===== src/rtl/fetch_stage.sv =====
// fetch_stage: RV32I instruction-fetch stage.
// Owns the PC and reads instruction memory over a req/gnt/rvalid handshake,
// with at most one request outstanding. The fetched word is registered into
// the decode slot (InstrD/PCD/PCPlus4D/ValidD).
//
// Ports:
//   clk          single clock, rising edge
//   rst          synchronous active-low reset
//   PCSrcE       redirect from execute (taken branch / jump)
//   PCTargetE    redirect target; bits [1:0] are ignored
//   StallD       decode cannot accept a new instruction
//   FlushD       invalidate the decode slot
//   imem_req     fetch request valid
//   imem_addr    word-aligned fetch address (the PC)
//   imem_gnt     memory accepts the request
//   imem_rvalid  read data valid
//   imem_rdata   instruction word
//   InstrD       instruction to decode (NOP_INSTR when empty)
//   PCD          PC of InstrD
//   PCPlus4D     PCD + 4
//   ValidD       InstrD holds a real instruction
module fetch_stage #(
    parameter logic [31:0] RESET_PC  = 32'h0000_0000,
    parameter logic [31:0] NOP_INSTR = 32'h0000_0013
) (
    input  logic        clk,
    input  logic        rst,
    input  logic        PCSrcE,
    input  logic [31:0] PCTargetE,
    input  logic        StallD,
    input  logic        FlushD,
    output logic        imem_req,
    output logic [31:0] imem_addr,
    input  logic        imem_gnt,
    input  logic        imem_rvalid,
    input  logic [31:0] imem_rdata,
    output logic [31:0] InstrD,
    output logic [31:0] PCD,
    output logic [31:0] PCPlus4D,
    output logic        ValidD
);

    typedef enum logic [1:0] {
        REQ  = 2'd0,
        WAIT = 2'd1,
        HOLD = 2'd2
    } state_t;

    state_t      state;
    state_t      state_nxt;
    logic [31:0] pc;
    logic [31:0] pc_nxt;
    logic [31:0] skid;
    logic [31:0] skid_nxt;
    logic        kill;
    logic        kill_nxt;
    logic        load;
    logic [31:0] load_data;
    logic        slot_free;
    logic [31:0] target;

    // Redirect targets are forced word-aligned.
    assign target    = PCTargetE & 32'hFFFF_FFFC;
    assign slot_free = !ValidD || !StallD;
    // Request is suppressed while reset is held so nothing is issued mid-reset.
    assign imem_req  = rst && (state == REQ);
    assign imem_addr = pc;

    // Next-state, PC, kill and skid logic.
    always_comb begin
        state_nxt = state;
        pc_nxt    = pc;
        kill_nxt  = kill;
        skid_nxt  = skid;
        load      = 1'b0;
        load_data = skid;
        case (state)
            REQ: begin
                if (imem_gnt) begin
                    state_nxt = WAIT;
                    // A redirect in the grant cycle orphans the request just issued.
                    if (PCSrcE) begin
                        kill_nxt = 1'b1;
                    end else begin
                        kill_nxt = kill;
                    end
                end else begin
                    state_nxt = REQ;
                end
                if (PCSrcE) begin
                    pc_nxt = target;
                end else begin
                    pc_nxt = pc;
                end
            end
            WAIT: begin
                if (imem_rvalid) begin
                    if (kill || PCSrcE) begin
                        // Stale or redirected response: drop it and refetch.
                        kill_nxt  = 1'b0;
                        state_nxt = REQ;
                    end else if (slot_free && !FlushD) begin
                        load      = 1'b1;
                        load_data = imem_rdata;
                        state_nxt = REQ;
                    end else begin
                        skid_nxt  = imem_rdata;
                        state_nxt = HOLD;
                    end
                end else begin
                    if (PCSrcE) begin
                        kill_nxt = 1'b1;
                    end else begin
                        kill_nxt = kill;
                    end
                end
                if (PCSrcE) begin
                    pc_nxt = target;
                end else if (load) begin
                    pc_nxt = pc + 32'd4;
                end else begin
                    pc_nxt = pc;
                end
            end
            HOLD: begin
                if (PCSrcE) begin
                    pc_nxt    = target;
                    state_nxt = REQ;
                end else if (slot_free && !FlushD) begin
                    load      = 1'b1;
                    load_data = skid;
                    pc_nxt    = pc + 32'd4;
                    state_nxt = REQ;
                end else begin
                    state_nxt = HOLD;
                end
            end
            default: begin
                state_nxt = REQ;
            end
        endcase
    end

    // State registers and the decode-slot output registers.
    always_ff @(posedge clk) begin
        if (!rst) begin
            state    <= REQ;
            pc       <= RESET_PC;
            kill     <= 1'b0;
            skid     <= 32'd0;
            InstrD   <= NOP_INSTR;
            PCD      <= 32'd0;
            PCPlus4D <= 32'd0;
            ValidD   <= 1'b0;
        end else begin
            state <= state_nxt;
            pc    <= pc_nxt;
            kill  <= kill_nxt;
            skid  <= skid_nxt;
            if (FlushD) begin
                InstrD <= NOP_INSTR;
                ValidD <= 1'b0;
            end else if (StallD && ValidD) begin
                InstrD <= InstrD;
            end else if (load) begin
                InstrD   <= load_data;
                PCD      <= pc;
                PCPlus4D <= pc + 32'd4;
                ValidD   <= 1'b1;
            end else if (!StallD) begin
                InstrD <= NOP_INSTR;
                ValidD <= 1'b0;
            end else begin
                ValidD <= ValidD;
            end
        end
    end

endmodule


===== config.mk =====
export PLATFORM = sky130hd
export DESIGN_NAME = fetch_stage
export DESIGN_NICKNAME = d
export VERILOG_FILES = /design/src/rtl/fetch_stage.sv
export SDC_FILE = /design/constraint.sdc
export NUM_CORES = 1
export LEC_CHECK = 0
export BUFFER_PORTS_ARGS = -buffer_cell sky130_fd_sc_hd__clkbuf_2
export CAP_MARGIN = 20
export CORE_ASPECT_RATIO = 1.5
export CORE_UTILIZATION = 53
export CTS_CLUSTER_DIAMETER = 200
export CTS_CLUSTER_SIZE = 25
export DETAILED_ROUTE_END_ITERATION = 6
export PLACE_DENSITY = 0.81
export SLEW_MARGIN = 10
export SYNTH_ARGS = -nofsm -noshare
export SYNTH_HDL_FRONTEND = slang
export SYNTH_SLANG_ARGS = --single-unit
export TNS_END_PERCENT = 20

===== constraint.sdc =====
create_clock -name clk -period 2.55 [get_ports clk]
set_input_delay 0 -clock clk [delete_from_list [all_inputs] [get_ports clk]]
set_output_delay 0 -clock clk [all_outputs]
set_load 0.01 [all_outputs]

==> impl_metrics.sql, run 1 <==
INSERT INTO impl_metrics (metric_group, metric, value, unit) VALUES
('power', 'p_leak', '3.73', 'nW'),
('sta', 'final_max_slew_viol_count', '0', ''),
('floorplanning', 'core_area', '13400', 'sq um'),
('synthesis', 'postSynth.topFlopCell', 'sky130_fd_sc_hd__dfxtp_1', ''),
('critical_path', 'path_delay_family', 'simple AND/OR/NAND/NOR gates', ''),
('status', 'run_status', 'completed', ''),
('global_route', 'grt_most_used_layer', 'met2', ''),
('synthesis', 'gate_count_post_synth', '936', ''),
('power', 'power.combinational.fraction', '11.9', '%'),
('layout', 'layout.cells.most_common_list', 'sky130_fd_sc_hd__nand2_1, sky130_fd_sc_hd__clkbuf_2, sky130_fd_sc_hd__a21oi_1, sky130_fd_sc_hd__dfxtp_1, sky130_fd_sc_hd__nor2_1', ''),
('global_route', 'met3_usage', '5.44', '%'),
('clocking', 'clkSinkCount', '158', ''),
('layout', 'layout.core_utilization', '71.3', '%'),
('global_route', 'antenna_found_initial', '0', ''),
('job', 'drv_cap', '0', ''),
('sta', 'finalCriticalPeriod', '2220', 'ps'),
('global_route', 'number_of_global_route_vias_before_repair', '7022', ''),
('sta', 'worst-slew-pin-transition', '723', 'ps'),
('synthesis', 'synth_fa_ha_area_share', '1.03', '%'),
('power', 'internal_power', '4.15', 'mW'),
('critical_path', 'critical_path.max_fanout', '29', ''),
('clocking', 'tritoncts', 'built', ''),
('power', 'netSwitchingPower', '1.59', 'mW'),
('layout', 'final_layout_size_suffix_gt1_share', '24.6', '%'),
('synthesis', 'netlist_area', '7250', 'sq um'),
('clocking', 'cts_buffers', '17', ''),
('synthesis', 'yosys-top-cells-area', 'sky130_fd_sc_hd__dfxtp_1, sky130_fd_sc_hd__a21oi_1, sky130_fd_sc_hd__nand2_1', ''),
('synthesis', 'compound_gate_fraction_of_synth_area', '22.0', '%'),
('synthesis', 'synth_simple_gate_area_share', '24.0', '%'),
('floorplanning', 'start_util', '54.1', '%'),
('power', 'peakVddDrop', '0.466', 'mV'),
('routing', 'avgRoutedWirePerCell', '15.9', 'um'),
('placement', 'port_buffers', '192', ''),
('layout', 'num-fill-cells', '1021', ''),
('critical_path', 'critical_path.endpoint_type', 'flop', ''),
('routing', 'dr.pass1.iters', '7', ''),
('placement', 'post_placement_setup_slack', '369', 'ps'),
('min_path', 'timing.hold.worst.class', 'in -> reg', ''),
('routing', 'via_count', '7566', ''),
('floorplanning', 'die_footprint', '14200', 'sq um'),
('synthesis', 'synth.area.mux_share', '0.293', '%'),
('layout', 'num-nets-final', '1231', ''),
('critical_path', 'timing.critical_path.cells', 'inv_1 > ha_1 > nor4bb_4 > o211ai_4 > o21a_1 > buf_4 > a21oi_1 > nor2_1', ''),
('clocking', 'post-cts-setup-buffers', '0', ''),
('layout', 'layout.cells.non_filler', '1329', ''),
('floorplanning', 'placement_rows', '52', ''),
('synthesis', 'count_of_flip_flops_with_a_built_in_enable_after_synthesis', '0', ''),
('routing', 'drc', '0', ''),
('sta', 'setup_repair_after_global_routing_missed_its_margin', 'false', ''),
('layout', 'finish.instance_area', '9550', 'sq um'),
('sta', 'final_critical_path_setup_slack', '329', 'ps'),
('global_route', 'globalRouteOverflowTotal', '0', ''),
('routing', 'drt_iter0_markers', '404', ''),
('sta', 'hold_viol_final', '0', ''),
('power', 'p_per_area', '600', 'nW/um^2'),
('critical_path', 'cp_num_buf_inv', '2', ''),
('power', 'report.power.total', '5.74', 'mW'),
('critical_path', 'worst_ep_required_time', '2840', 'ps'),
('synthesis', 'post-synth-top-area-fraction', '43.6', '%'),
('synthesis', 'avg_cell_area_syn', '7.75', 'sq um'),
('placement', 'place_hpwl', '13.4', 'mm'),
('synthesis', 'synth-seq-area-share', '43.6', '%'),
('clocking', 'clkSlewWorstSetupHoldPaths', '70', 'ps'),
('placement', 'gp_congestion', '0.841', ''),
('clocking', 'root_buffer', 'sky130_fd_sc_hd__clkbuf_16', ''),
('synthesis', 'asyncSetResetFlopFracSynth', '0', '%'),
('global_route', 'global_route.usage.total', '29.3', '%'),
('critical_path', 'startpoint_type', 'flop', ''),
('floorplanning', 'total_i_o_pin_count', '201', ''),
('synthesis', 'post-synth-top-area-cell', 'sky130_fd_sc_hd__dfxtp_1', ''),
('global_route', 'global_route_wire_length_before_repair', '34.3', 'mm');
==> final timing paths <==
| path | start | endpoint | slack [ps] | cells after the start |
|---|---|---|---|---|
| hold reg to reg | PCD[27]$_SDFFE_PN0P_ | PCD[27]$_SDFFE_PN0P_ | 450 | 2 |
| hold / removal | PCSrcE | kill$_SDFFE_PN0P_ | 10 | 3 |
| setup reg to reg | state[1]$_SDFFE_PN0P_ | InstrD[30]$_SDFFE_PP0P_ | 330 | 8 |
| setup / recovery | state[1]$_SDFFE_PN0P_ | InstrD[30]$_SDFFE_PP0P_ | 330 | 8 |
==> power groups by stage <==
stage	Combinational (mW)	Sequential, mW	Clock, mW
5_1_grt	0.736	2.65	2.56
3_5_place_dp	0.596	2.69	0
6_report	0.683	2.64	2.42
4_1_cts	0.675	2.63	2.44
3_3_place_gp	0.588	2.69	0
2_1_floorplan	0.374	2.67	0
==> synth_stat cells (all sizes together) (3+ instances only) <==
| library cell | number |
|---|---|
| nand2 | 205 |
| o211ai | 6 |
| nand4 | 8 |
| a22oi | 5 |
| o32ai | 11 |
| o31a | 8 |
| nand3 | 51 |
| xor2 | 18 |
| xnor2 | 9 |
| clkbuf | 59 |
| nor2 | 72 |
| a21oi | 168 |
| nor2b | 3 |
| inv | 5 |
| and3 | 7 |
| a31oi | 4 |
| o21ai | 19 |
| o221a | 4 |
| o22ai | 8 |
| ha | 6 |
| dfxtp | 158 |
| nand2b | 7 |
| o31ai | 6 |
| buf | 30 |
| a211oi | 15 |
| nor4 | 6 |
| nor3 | 14 |
==> area by class of cell <==
type	instances	area, sq um	area share, %
clock inverters	13	105	1.10
flip-flops and latches	158	3160	33.1
inverters	5	20.0	0.210
well taps	162	203	2.12
clock buffers	19	453	4.74
repair buffers	283	1860	19.5
multi-input cells	689	3750	39.2
==> what timing repair did <==
item,4_1_cts,5_1_grt
setup endpoints to repair,0,0
endpoints found under the hold margin,92,0
gates resized for setup,0,0
hold buffers,62,0
==> tightest hold or removal path: stages <==
cell,delay (ps)
sky130_fd_sc_hd__clkbuf_2,180
sky130_fd_sc_hd__a21oi_1,160
sky130_fd_sc_hd__a311oi_1,50
==> kinds of logic after synthesis <==
logic type / count (synthesis)
AO/OA/AOI/OAI: 265
buffers and inverters: 94
multiplexers: 2
AND/OR/NAND/NOR: 383
other: 1
XOR/XNOR: 27
flip-flops: 158
adder cells (fa/ha/maj): 6
==> per-layer routing <==
metal	vias up	wire length, um
met2	359	10900
met1	3502	8220
met4	0	506
li1	3661	-
met3	44	1520
met5	-	0
==> flip-flops by register name, indices dropped and copies added (netlist names) <==
signal / count
InstrD: 32
PCD: 30
PCPlus4D: 30
ValidD: 1
imem_addr: 30
kill: 1
skid: 32
state: 2
Power figures use the tool's default switching activity.
==> run 2, diff against run 1 <==
Settings changed: CORE_UTILIZATION 53 to 40, PLACE_DENSITY 0.81 to default.
==> impl_metrics.sql, run 2 (synthesis gave the netlist of run 1 again) <==
INSERT INTO impl_metrics (metric_group, metric, value, unit) VALUES
('status', 'run_status', 'complete, but fails checks', ''),
('status', 'failed_checks', 'DRC', ''),
('clocking', 'post-cts-setup-buffers', '0', ''),
('floorplanning', 'chipWidth', '112', 'um'),
('global_route', 'global_route.usage.total', '23.0', '%'),
('routing', 'drt_iter0_markers', '397', ''),
('layout', 'area_growth_synth_to_finish', '33.1', '%'),
('sta', 'final_max_slew_viol_count', '0', ''),
('critical_path', 'startpoint_type', 'flop', ''),
('sta', 'hold_viol_final', '0', ''),
('floorplanning', 'core_area', '17900', 'sq um'),
('clocking', 'cts.htree.levels', '4', ''),
('routing', 'met3WireLength', '950', 'um'),
('sta', 'achievable_frequency', '458', 'MHz'),
('critical_path', 'worst_ep_required_time', '2900', 'ps'),
('global_route', 'antenna_found_initial', '0', ''),
('routing', 'antenna_violating_nets_post_route', '0', ''),
('placement', 'gp_congestion', '0.767', ''),
('power', 'peakVddDrop', '0.375', 'mV'),
('layout', 'layout.core_utilization', '54.0', '%'),
('sta', 'final_min_period_over_clock_period', '85.5', '%'),
('routing', 'avgRoutedWirePerCell', '15.3', 'um'),
('sta', 'timing.final.setup_violations', '0', ''),
('clocking', 'clkSlewWorstSetupHoldPaths', '60', 'ps'),
('layout', 'final_layout_size_suffix_gt1_share', '24.6', '%'),
('power', 'p_per_area', '611', 'nW/um^2'),
('layout', 'layout_commonest_cell', 'sky130_fd_sc_hd__nand2_1', ''),
('layout', 'layout.cells.most_common_list', 'sky130_fd_sc_hd__nand2_1, sky130_fd_sc_hd__clkbuf_2, sky130_fd_sc_hd__a21oi_1, sky130_fd_sc_hd__dfxtp_1, sky130_fd_sc_hd__nor2_1', ''),
('floorplanning', 'die_footprint', '18700', 'sq um'),
('clocking', 'tritoncts', 'built', ''),
('floorplanning', 'total_i_o_pin_count', '201', ''),
('sta', 'final.setup.tns', '0', 'ps'),
('global_route', 'grt_max_degree', '89', ''),
('floorplanning', 'start_util', '40.6', '%'),
('sta', 'timing.slew.headroom', '55.2', '%'),
('sta', 'setup_repair_after_global_routing_missed_its_margin', 'false', ''),
('floorplanning', 'placement_rows', '60', ''),
('clocking', 'clkSinkCount', '158', ''),
('power', 'report.power.total', '5.90', 'mW'),
('sta', 'worst-slew-pin-transition', '666', 'ps'),
('global_route', 'globalRouteOverflowTotal', '0', ''),
('sta', 'finalCriticalPeriod', '2180', 'ps'),
('global_route', 'global_route_wire_length_before_repair', '34.7', 'mm'),
('critical_path', 'critical_path.endpoint_type', 'flop', ''),
('routing', 'dr.pass1.iters', '7', ''),
('placement', 'dpl.cell_count', '1290', ''),
('routing', 'postRouteWirelength', '21.3', 'mm'),
('placement', 'place_hpwl', '14.1', 'mm'),
('routing', 'top_layer', 'met4', ''),
('power', 'p_leak', '3.75', 'nW'),
('global_route', 'number_of_global_route_vias_before_repair', '6873', ''),
('layout', 'biggestRegsByFlops', 'InstrD: 32 flops, skid: 32 flops', ''),
('routing', 'wl_met2', '11.1', 'mm'),
('routing', 'met1_length', '8.89', 'mm'),
('min_path', 'timing.hold.worst.class', 'in -> reg', ''),
('layout', 'layout.cells.non_filler', '1385', ''),
('clocking', 'clk_latency', '430', 'ps'),
('critical_path', 'setup.worst_path.class', 'reg -> reg', ''),
('job', 'drv_cap', '0', ''),
('routing', 'drt-vias-per-instance', '5.23', ''),
('clocking', 'cts_buffers', '17', ''),
('critical_path', 'critical_path.max_fanout', '14', ''),
('critical_path', 'timing.critical_path.arrival', '2530', 'ps'),
('sta', 'clock_skew', '11.1', 'ps'),
('clocking', 'cts_buffer_depth', '2', ''),
('placement', 'port_buffers', '192', ''),
('routing', 'via_count', '7249', ''),
('routing', 'drc', '14', ''),
('floorplanning', 'chipHeight', '167', 'um'),
('layout', 'num-nets-final', '1232', ''),
('layout', 'antenna_cells', '0', ''),
('clocking', 'root_buffer', 'sky130_fd_sc_hd__clkbuf_16', '');
-- run 2: final timing paths --
kind         slack, ps  cells after the start                         end                      start
max                370                      7  imem_addr[28]$_SDFFE_PN0P_  imem_addr[3]$_SDFFE_PN0P_
min                 20                      3           kill$_SDFFE_PN0P_                     PCSrcE
max reg2reg        370                      7  imem_addr[28]$_SDFFE_PN0P_  imem_addr[3]$_SDFFE_PN0P_
min reg2reg        450                      2        PCD[31]$_SDFFE_PN0P_       PCD[31]$_SDFFE_PN0P_
-- run 2: area by class of cell --
type / count / area (sq um)
Clock inverter: 14 / 156
Clock buffer: 18 / 439
Multi-Input combinational cell: 689 / 3750
Inverter: 5 / 20.0
Fill cell: 1810 / 8210
Tap cell: 217 / 272
Sequential cell: 158 / 3160
Timing Repair Buffer: 284 / 1860
-- run 2: worst max-delay path, stage by stage (launching register included) --
cell and delay (ps):
sky130_fd_sc_hd__dfxtp_1 450, sky130_fd_sc_hd__ha_1 300, sky130_fd_sc_hd__nand3_2 190, sky130_fd_sc_hd__nor4_4 310, sky130_fd_sc_hd__buf_4 250, sky130_fd_sc_hd__nand4_1 180
sky130_fd_sc_hd__o31a_1 280, sky130_fd_sc_hd__o22ai_1 140
-- run 2: timing repair --
| item | in CTS | in global routing |
|---|---|---|
| endpoints found under the hold margin | 93 | 0 |
| hold buffers | 63 | 0 |
| resized for setup | 0 | 0 |
-- run 2: routing by layer --
metal  global-route usage (%)  vias to the layer above
li1                         -                     3666
met3                     4.44                       22
met2                     41.6                      191
met4                     7.48                        0
met5                        0                        -
met1                     27.0                     3370
-- run 2: through the flow --
step / area [sq um] / setup WS (ps) / hold slack, ps
after CTS: 9660 / 368 / 1.72
after global routing: 9660 / 107 / 28.7
after floorplan: 7270 / 575 / 115
final: 9660 / 369 / 21.5
after global placement: 8430 / 423 / 238
after detailed placement: 8430 / 382 / 243
-- run 2: report_power, final --
part / internal (mW) / total, mW / switching [mW]
Clock: 1.48 / 2.59 / 1.10
Sequential: 2.53 / 2.63 / 0.0992
Combinational: 0.305 / 0.684 / 0.380
==> run 3, diff against run 2 <==
Settings changed: ABC_AREA from default to 1.
==> impl_metrics.sql, run 3 <==
INSERT INTO impl_metrics (metric_group, metric, value, unit) VALUES
('min_path', 'timing.hold.worst.class', 'in -> reg', ''),
('sta', 'timing.slew.headroom', '34.7', '%'),
('synthesis', 'gate_count_post_synth', '1102', ''),
('placement', 'gp_congestion', '0.931', ''),
('routing', 'drc', '0', ''),
('sta', 'finalCriticalPeriod', '2120', 'ps'),
('sta', 'hold_viol_final', '1', ''),
('layout', 'final_layout_size_suffix_gt1_share', '18.6', '%'),
('placement', 'post_placement_setup_slack', '455', 'ps'),
('routing', 'postRouteWirelength', '22.6', 'mm'),
('routing', 'drt_iter0_markers', '491', ''),
('floorplanning', 'die_footprint', '19100', 'sq um'),
('global_route', 'antenna_found_initial', '0', ''),
('synthesis', 'netlist_area', '7410', 'sq um'),
('critical_path', 'max_stage_delay', '410', 'ps'),
('critical_path', 'setup.worst_path.class', 'reg -> reg', ''),
('routing', 'avgRoutedWirePerCell', '14.4', 'um'),
('clocking', 'post-cts-setup-buffers', '0', ''),
('synthesis', 'asyncSetResetFlopFracSynth', '0', '%'),
('clocking', 'clk_latency', '420', 'ps'),
('sta', 'final_max_slew_viol_count', '0', ''),
('synthesis', 'yosys_warnings', '0', ''),
('placement', 'place_hpwl', '15.5', 'mm'),
('synthesis', 'yosys-top-cells-area', 'sky130_fd_sc_hd__dfxtp_1, sky130_fd_sc_hd__nand2_1, sky130_fd_sc_hd__a21oi_1', ''),
('global_route', 'global_route.usage.total', '23.7', '%'),
('sta', 'final.setup.tns', '0', 'ps'),
('synthesis', 'post-synth-top-area-cell', 'sky130_fd_sc_hd__dfxtp_1', ''),
('global_route', 'grt_max_degree', '100', ''),
('sta', 'achievable_frequency', '473', 'MHz'),
('sta', 'timing.final.setup_violations', '0', ''),
('layout', 'antenna_cells', '0', ''),
('synthesis', 'avg_cell_area_syn', '6.72', 'sq um'),
('critical_path', 'worst_ep_required_time', '2850', 'ps'),
('synthesis', 'ys_top_cells_by_count', 'sky130_fd_sc_hd__nand2_1, sky130_fd_sc_hd__dfxtp_1, sky130_fd_sc_hd__nor2_1', ''),
('critical_path', 'critical_path.max_fanout', '38', ''),
('clocking', 'post_cts_resize_count', '0', ''),
('floorplanning', 'core_area', '18000', 'sq um'),
('placement', 'port_buffers', '192', ''),
('critical_path', 'startpoint_type', 'flop', ''),
('critical_path', 'timing.critical_path.cells', 'inv_1 > ha_1 > nand2_1 > inv_1 > nand2_1 > nand2_1 > nand3_2 > buf_4 > nand2_1 > o21ai_0 > nand2_1', ''),
('global_route', 'number_of_global_route_vias_before_repair', '7077', ''),
('status', 'run_status', 'complete, but fails checks', ''),
('global_route', 'global_route_wire_length_before_repair', '35.6', 'mm'),
('clocking', 'clkSlewWorstSetupHoldPaths', '60', 'ps'),
('layout', 'num-nets-final', '1410', ''),
('clocking', 'cts_buffer_depth', '2', ''),
('floorplanning', 'total_i_o_pin_count', '201', ''),
('layout', 'layout.cells.most_common_list', 'sky130_fd_sc_hd__nand2_1, sky130_fd_sc_hd__clkbuf_2, sky130_fd_sc_hd__dfxtp_1, sky130_fd_sc_hd__nor2_1, sky130_fd_sc_hd__a21oi_1', ''),
('layout', 'layout.core_utilization', '54.1', '%'),
('power', 'p_per_area', '620', 'nW/um^2'),
('routing', 'via_count', '7732', ''),
('power', 'p_leak', '4.62', 'nW'),
('critical_path', 'slowest_library_cell_on_the_worst_path', 'sky130_fd_sc_hd__buf_4', ''),
('sta', 'worst-slew-pin-transition', '980', 'ps'),
('layout', 'layout_commonest_cell', 'sky130_fd_sc_hd__nand2_1', ''),
('floorplanning', 'chipWidth', '113', 'um'),
('layout', 'finish.instance_area', '9750', 'sq um'),
('floorplanning', 'chipHeight', '169', 'um'),
('floorplanning', 'start_util', '41.1', '%'),
('synthesis', 'count_of_flip_flops_with_a_built_in_enable_after_synthesis', '0', ''),
('synthesis', 'postSynthRegisterBits', '158', ''),
('routing', 'dr.pass1.iters', '5', ''),
('floorplanning', 'placement_rows', '60', ''),
('global_route', 'globalRouteOverflowTotal', '0', ''),
('clocking', 'clkSinkCount', '158', ''),
('sta', 'final_min_period_over_clock_period', '82.9', '%'),
('critical_path', 'timing.critical_path.arrival', '2410', 'ps'),
('synthesis', 'post-synth-top-area-fraction', '42.7', '%'),
('sta', 'holdWs', '-1.19', 'ps'),
('critical_path', 'critical_path.endpoint_type', 'flop', ''),
('clocking', 'cts.htree.levels', '4', ''),
('sta', 'setup_repair_after_global_routing_missed_its_margin', 'false', ''),
('routing', 'drt-vias-per-instance', '4.95', ''),
('clocking', 'cts_buffers', '17', ''),
('synthesis', 'postSynth.topFlopCell', 'sky130_fd_sc_hd__dfxtp_1', ''),
('critical_path', 'cp_common_cell', 'sky130_fd_sc_hd__nand2_1', ''),
('layout', 'biggestRegsByFlops', 'InstrD: 32 flops, skid: 32 flops', ''),
('sta', 'final_critical_path_setup_slack', '435', 'ps'),
('layout', 'area_growth_synth_to_finish', '31.6', '%'),
('power', 'peakVddDrop', '0.316', 'mV'),
('routing', 'antenna_violating_nets_post_route', '0', ''),
('placement', 'placed_area', '8480', 'sq um'),
('synthesis', 'post-synth-top-count-cell', 'sky130_fd_sc_hd__nand2_1', ''),
('job', 'drv_cap', '0', ''),
('clocking', 'root_buffer', 'sky130_fd_sc_hd__clkbuf_16', ''),
('synthesis', 'synth-seq-area-share', '42.7', '%'),
('clocking', 'tritoncts', 'built', ''),
('sta', 'clock_skew', '12.2', 'ps'),
('synthesis', 'synth_cell_types', '26', ''),
('status', 'failed_checks', 'hold timing', '');
run 3: metrics by stage:
stage / power [mW] / std cells
floorplan: 3.13 / 1107
global placement: 3.41 / 1464
detailed placement: 3.41 / 1464
CTS: 6.12 / 1563
global route: 6.32 / 1563
finish: 6.05 / 1563
run 3: power breakdown:
group,switching [mW],internal [mW],total (mW)
Clock,1.02,1.59,2.61
Combinational,0.486,0.309,0.795
Sequential,0.0955,2.55,2.65
Total,1.60,4.45,6.05
run 3: cell families after synthesis:
logic type               count (synthesis)  share of synthesized area (%)
flip-flops                             158                           42.7
other                                    1                         0.0506
XOR/XNOR                                 6                          0.709
buffers and inverters                  185                           10.8
adder cells (fa/ha/maj)                  6                           1.01
AND/OR/NAND/NOR                        490                           26.3
AO/OA/AOI/OAI                          256                           18.5
run 3: per-layer routing:
metal	GRT usage [%]	vias to the layer above	share of wire [%]
met3	4.94	37	4.4
met4	10.2	0	2.9
li1	-	3980	-
met2	42.1	200	50
met1	27.3	3515	43
met5	0	-	0
run 3: worst max-delay path, delay by kind of cell (launching register included):
family                     cells  cell delay, ps
and+or+nand+nor                6             650
buffers and inverters          3             550
DFF                            1             390
adders and majority gates      1             220
AOI/OAI and AO/OA              1             190
run 3: cell type report:
cell class / instances / area, sq um
Inverter: 118 / 448
Clock inverter: 10 / 135
Fill cell: 1878 / 8260
Multi-Input combinational cell: 764 / 3480
Tap cell: 217 / 272
Timing Repair Buffer: 274 / 1790
Clock buffer: 22 / 464
Sequential cell: 158 / 3160
run 3: final timing paths:
kind                                             from                         end  slack (ps)  cells past startpoint
worst max-delay path            state[1]$_SDFFE_PN0P_      InstrD[0]$_SDFFE_PP1P_         430                     11
worst min-delay path                    PCTargetE[21]  imem_addr[21]$_SDFFE_PN0P_          -1                      5
worst max register to register  state[1]$_SDFFE_PN0P_      InstrD[0]$_SDFFE_PP1P_         430                     11
worst min register to register   skid[6]$_SDFFE_PN0P_        skid[6]$_SDFFE_PN0P_         450                      2
run 3: timing repair:
action,CTS,global route
hold endpoints to repair,97,0
hold buffers,67,0
endpoints found under the setup margin,0,0
